## config.mk

```make
export PLATFORM = sky130hd
export DESIGN_NAME = fetch_sequencer
export DESIGN_NICKNAME = d
export VERILOG_FILES = /design/src/rtl/fetch_sequencer.sv
export SDC_FILE = /design/constraint.sdc
export NUM_CORES = 1
export LEC_CHECK = 0
export BUFFER_PORTS_ARGS = -buffer_cell sky130_fd_sc_hd__buf_2
export CAP_MARGIN = 20
export CELL_PAD_IN_SITES_DETAIL_PLACEMENT = 0
export CELL_PAD_IN_SITES_GLOBAL_PLACEMENT = 1
export CORE_MARGIN = 3
export CORE_UTILIZATION = 31
export CTS_BUF_LIST = sky130_fd_sc_hd__clkbuf_8 sky130_fd_sc_hd__clkbuf_16
export DETAILED_ROUTE_END_ITERATION = 7
export PLACE_DENSITY_LB_ADDON = 0.05
export SETUP_SLACK_MARGIN = 0.2
export SLEW_MARGIN = 10
export SYNTH_ARGS = -nofsm -noshare
export SYNTH_HDL_FRONTEND = slang
export SYNTH_SLANG_ARGS = --single-unit
```

## constraint.sdc

```tcl
create_clock -name clk -period 1.6 [get_ports clk]
set_input_delay 0.08 -clock clk [delete_from_list [all_inputs] [get_ports clk]]
set_output_delay 0.08 -clock clk [all_outputs]
set_load 0.01 [all_outputs]
```

## src/rtl/fetch_sequencer.sv

```systemverilog
// Fetch/PC sequencing FSM for the single-issue RV32I core.
// Optional retire counter: define FETCH_SEQ_RETIRE_CNT_EN.
module fetch_sequencer #(
   parameter int unsigned TIMEOUT_CYC = 16,
   parameter int unsigned DATA_W      = 32
) (
   input  logic              clk,
   input  logic              clr,
   input  logic              start,
   input  logic              halt_req,
   input  logic              imem_ack,
   input  logic [DATA_W-1:0] imem_rdata,
   input  logic              exec_done,
   input  logic              is_jump,
   input  logic              branch_taken,
   input  logic              stall,
   output logic              imem_req,
   output logic [DATA_W-1:0] instr,
   output logic              pc_inc,
   output logic              pc_load,
   output logic              pc_branch,
   output logic              pc_disable,
   output logic              busy,
   output logic              fault,
   output logic [31:0]       retired
);

   typedef enum logic [2:0] {
      S_IDLE,
      S_FETCH,
      S_EXEC,
      S_ADV,
      S_FAULT
   } state_t;

   state_t            state_q, state_d;
   logic [DATA_W-1:0] instr_q, instr_d;
   logic [7:0]        wait_q, wait_d;

   always_ff @(posedge clk or negedge clr) begin
      if (!clr) begin
         state_q <= S_IDLE;
         instr_q <= '0;
         wait_q  <= '0;
      end else begin
         state_q <= state_d;
         instr_q <= instr_d;
         wait_q  <= wait_d;
      end
   end

   always_comb begin
      state_d    = state_q;
      instr_d    = instr_q;
      wait_d     = wait_q;
      imem_req   = 1'b0;
      pc_inc     = 1'b0;
      pc_load    = 1'b0;
      pc_branch  = 1'b0;
      pc_disable = 1'b1;
      unique case (state_q)
         S_IDLE: begin
            if (start) begin
               state_d = S_FETCH;
               wait_d  = '0;
            end
         end
         S_FETCH: begin
            imem_req = 1'b1;
            if (imem_ack) begin
               instr_d = imem_rdata;
               wait_d  = '0;
               state_d = S_EXEC;
            end else if (wait_q == 8'(TIMEOUT_CYC - 1)) begin
               state_d = S_FAULT;
            end else begin
               wait_d = wait_q + 8'd1;
            end
         end
         S_EXEC: begin
            if (exec_done) state_d = S_ADV;
         end
         S_ADV: begin
            // a stalled ADVANCE holds the PC and ignores halt_req
            if (!stall) begin
               pc_disable = 1'b0;
               if (is_jump)           pc_load   = 1'b1;
               else if (branch_taken) pc_branch = 1'b1;
               else                   pc_inc    = 1'b1;
               state_d = halt_req ? S_IDLE : S_FETCH;
            end
         end
         S_FAULT: begin
            state_d = S_FAULT;
         end
         default: state_d = S_IDLE;
      endcase
   end

   assign instr = instr_q;
   assign busy  = (state_q == S_FETCH) || (state_q == S_EXEC) ||
                  (state_q == S_ADV);
   assign fault = (state_q == S_FAULT);

`ifdef FETCH_SEQ_RETIRE_CNT_EN
   logic [31:0] ret_q;

   always_ff @(posedge clk or negedge clr) begin
      if (!clr)
         ret_q <= '0;
      else if (pc_inc || pc_load || pc_branch)
         ret_q <= ret_q + 32'd1;
   end

   assign retired = ret_q;
`else
   assign retired = '0;
`endif

endmodule
```

* After elaboration in Yosys (flattened, before gate mapping)
Index checks and enable logic that the tools add are counted.
Word-level totals: bits in registers 43, input bits 41, output and inout bits 71, word-level logic and storage cells 46
Operators by class: add/subtract/negate cells 1, equal/unequal tests 10, mux-type cells 25, reductions and logical operators 7
Operator list (number):
- 2-to-1 mux 8 bit | 3
- one-hot mux 8 bit (2 select lines) | 1
- 2-to-1 mux 1 bit | 15
- 2-to-1 mux 3 bit | 5
- one-hot mux 3 bit (5 select lines) | 1
- adder 8 x 1 -> 8 bit, second input constant | 1
- == test 8 x 4 -> 1 bit, second input constant | 1
- == test 3 x 2 -> 1 bit, second input constant | 2
- inequality test 2 bit, second input constant | 3
- inequality test 3 bit, second input constant | 2
- AND reduction 4 bit | 1
- == test 3 x 1 -> 1 bit, second input constant | 1
- == test 3 bit, second input constant | 1
- zero test 3 bit | 1
- AND reduction 3 bit | 1
- logical OR 1 bit | 2
- AND reduction 2 bit | 1
- nonzero test 2 bit | 1

* Logic depth before layout (Yosys ltp)
word-level depth 4, mapped depth 6, mapped depth without buffers 5

* Least setup slack after synthesis
Ideal clock, no wire load.
kind reg2reg, start register state_q[2], end register instr_q[0] (netlist: instr[0]), setup time 0.125 ns, arrival 1.357 ns, required time 1.475 ns, path slack 0.118 ns, stages on the path, launching flop included 7, buffers on the path 3, period minus slack after synthesis 1.482 ns, cell sequence dfrtp_1 -> buf_6 -> nor2_4 -> and3_4 -> buf_6 -> buf_6 -> mux2_2
On the way: cells in the longest elaborated chain, start to end 2
RTL lines:
- start: declaration | RTL line 36 | state_t state_q, state_d;
- start signal: assignment | RTL line 46 | state_q <= state_d;
- == test 3 x 1 -> 1 bit | RTL line 61 | unique case (state_q)
- AND reduction 2 bit (no source line)
- end signal: assignment | RTL line 47 | instr_q <= instr_d;
- end: declaration | RTL line 37 | logic [DATA_W-1:0] instr_q, instr_d;
Every way passes these cells. A chain may end at the register's enable or synchronous reset.

* Worst setup path after layout
start register state_q[2], end output port pc_branch
On the way: cells in the longest elaborated chain, start to end 2
RTL lines:
- == test 3 x 2 -> 1 bit | RTL line 61
- 2-to-1 mux 1 bit | RTL line 61
- end: declaration | RTL line 21 | output logic pc_branch,
Every way passes these cells.

==> summary.md <==
| Metric | Value |
|---|---|
| Outcome | complete, but fails checks |
| Violated checks | negative setup slack |
| Post-route cell area | roughly 0.0032 mm^2 |
| Cells after synthesis | 179 |
| Ant. Diodes | 0 |
| Initial Util | between 30% and 40% |
| Die Ht | 89.90 um |
| Yosys synthesis warning count | 0 |
| Post-Syn Area | 0.002182 mm^2 |
| Initial DRC count | 36 |
| Via Count | between 1500 and 2000 |
| Max Transition Viols Final | 0 |
| CP peak stage delay | between 500 and 600 ps |
| # DRC | 0 |
| Final WS setup | -73.19 ps |
| Crit Path Class | register to output pin |
| Met1 Wirelength | about 2400 um |
| Worst min-delay path class | primary input to register |
| Final worst path period need | 1673 ps |
| CP startpoint | state_q[2] |
| Worst Hold Endpoint | instr[5] |
| Worst R2R Setup Slack | 0 ps |
| Clock Pin Slew Worst Setup and Hold Paths | around 90 ps |
| Max Clock Skew | around 5.7 ps |
| Filler Cell Count | 617 |
| Nets | 334 |
| R2R depth | 7 |
| Hold Vio Cnt, Final | 0 |
| Area leader, netlist | dfrtp_1 |
| Largest net degree at the start of global routing | 26 |
| #FFs+latches synth | 43 |
| Mean Syn Cell Area | 12.19 um^2 |
| Drt first pass iters | 4 |
| Cell variety after synth | 35 |
| Total die area | between 0.008 and 0.009 mm^2 |
| DP HPWL | between 3000 and 4000 um |
| Seq/Total Area, Yosys | between 40% and 50% |
| CTS Buffer Depth | 2 |
| Final core occ | between 40% and 50% |
| Buf+Inv Stages, Crit Path | 1 |
| Initial antenna violation count | 0 |
| Final setup fails | 4 |
| Synth top cells by count | 43 x dfrtp_1, 33 x buf_4, 23 x mux2_2, 9 x mux2_4, 8 x o21ai_0 |
| Startpoint Class | register |
| CP Max Fanout | 4 |
| First-pass GRT wire length | around 8400 um |
| Cell total after placement | 357 |
| Total Power | 0.005316 W |
| Setup TNS | -103.5 ps |
| Synth area leaders | dfrtp_1 49%, mux2_2 12%, buf_4 11%, mux2_4 6.2%, buf_6 2.6% |
| Arr. time, crit path | approximately 1600 ps |
| EDFF count, synth | 0 |
| Post-synth ARST share | 100.0% |
| Fmax | 597.7 MHz |
| DRT antenna net count | 0 |
| FF-to-FF End | wait_q[6] |
| Share of the synthesized area in the top cell type | approximately 50% |
| Die W | between 80 and 90 um |
| Most frequent cell after synthesis | dfrtp_1 |
| Max layer used | met4 |
| Ports | ~110 |
| Number of CTS-inserted buffers | 5 |
| Root Buffer | clkbuf_8 |
| IO buf count | just under 80 |
| Origin of the critical flop-to-flop path | state_q[0] |
| Grt ovf | 0 |
| CTS tree | done |
| Worst Path Required | around 1500 ps |
| Ys flop type | dfrtp_1 |
| Vias per cell | approximately 4.3 |
| Area Overhead vs Synth | 44.61% |
| Crit path max-delay family | simple AND/OR/NAND/NOR gates |
| Total GRT Usage | between 10% and 20% |
| Dpl cell area | around 0.0027 mm^2 |
| Worst vdd ir | between 600 and 700 uV |
| Cell Count, Final, Fillers Out | a little under 400 |
| Fin crit share | 104.6% |
| Core area | 0.006568 mm^2 |
| H-tree depth | 2 |
| WL met2 | about 2300 um |
| Vias in the first global route | 1641 |
| WL met3 | around 340 um |
| Pwr Density | 1685 mW/mm^2 |
| Fraction of layout cells with a size suffix above 1 | around 60% |
| Hold path cells | 2 |
| Crit-path slowest cell | or4b_4 |
| Hold path startpoint | imem_rdata[5] |
| RSZ-0062 raised after global routing | yes |
| Later-pin clock latency in the skew report | ~290 ps |
| Total routed wirelength | 5111 um |
| Critical Path End Type | output pin |
| Leakage power | about 1.6 nW |
| Gpl congestion | around 0.74 |
| Row count | 29 |
| Number of max-cap violations | 0 |
| Avg WL per Cell | roughly 13 um |
| Clk sinks | 43 |
| CP Cell Sequence | or4b_4, nor3b_4, buf_2 |
-- repair_timing --
item,in CTS,in global routing
buffers inserted,15,4
setup endpoints to repair,43,48
pin swaps,8,5
resized for setup,24,11
gates cloned,1,0
endpoints found under the hold margin,18,0
hold buffers,1,0
-- worst reg2reg max path: stages, from the launching register on --
cell and delay (ps):
dfrtp_1 400, buf_4 130, buf_6 100, buf_6 110
or4b_4 500, a31oi_4 150, o21ai_1 70, o21ai_0 70
-- registers in the layout (all words and copies together), names as in the netlist --
name,count
wait_q,8
instr,32
state_q,3
-- metal layers --
layer  track usage, %  vias to the layer above
li1                 -                      787
met1            17.45                      781
met2            20.86                       76
met3            3.172                        5
met4            3.061                        0
met5                0                        -
-- cell families (layout without fill, tap and decap cells) --
kind of cell,after synthesis,after routing,share of synthesized area (%)
compound gates,22,22,5.792
fa+ha+maj,1,1,0.5733
buf+inv,43,126,14.91
flops,43,43,49.31
mux,32,32,18.06
other cells,1,32,0.1719
simple gates,37,37,11.18
-- worst max-delay path by stage --
stage	to	slack [ps]	cells after the start
5_1_grt	pc_branch	-140	4
2_1_floorplan	instr[0]	140	6
3_3_place_gp	pc_branch	110	3
3_5_place_dp	pc_branch	100	3
6_report	pc_branch	-70	3
4_1_cts	pc_branch	-90	3
-- power by group --
group	internal (W)	switching [W]
combinational	0.00161	0.00110
clock	0.000393	0.000378
sequential	0.00156	0.000269
total	0.00357	0.00175
-- per-stage QoR --
step | hold slack [ps] | setup WS [ps]
2_1_floorplan | -215.6 | 140.8
3_3_place_gp | 59.82 | 112.2
3_5_place_dp | 59.15 | 96.99
4_1_cts | 1.678 | -88.77
5_1_grt | 1.266 | -136.9
6_report | 13.99 | -73.19
-- cells in the final DEF (no fill, tap or decap), types with 3 or more instances in the layout --
cell	Yosys	layout
nand3_1	5	5
o21ai_0	8	5
buf_12	0	5
dfrtp_1	43	41
mux2_4	9	30
a21oi_1	6	5
clkbuf_8	0	7
buf_2	1	77
o21ai_1	2	4
buf_6	5	7
nor2_4	1	3
nand2_1	6	5
buf_4	33	22
conb_1	1	32
nor2_1	6	4
-- area by class of cell --
class                           count  area (um^2)  area share (%)
Sequential cell                    43         1079           34.18
Timing Repair Buffer              115        797.0           25.26
Multi-Input combinational cell    124         1049           33.23
Inverter                            3        11.26          0.3569
Clock buffer                        7        96.34           3.053
Clock inverter                      1        7.507          0.2379
Tap cell                           93        116.4           3.688
(Power assumes the default switching activity.)
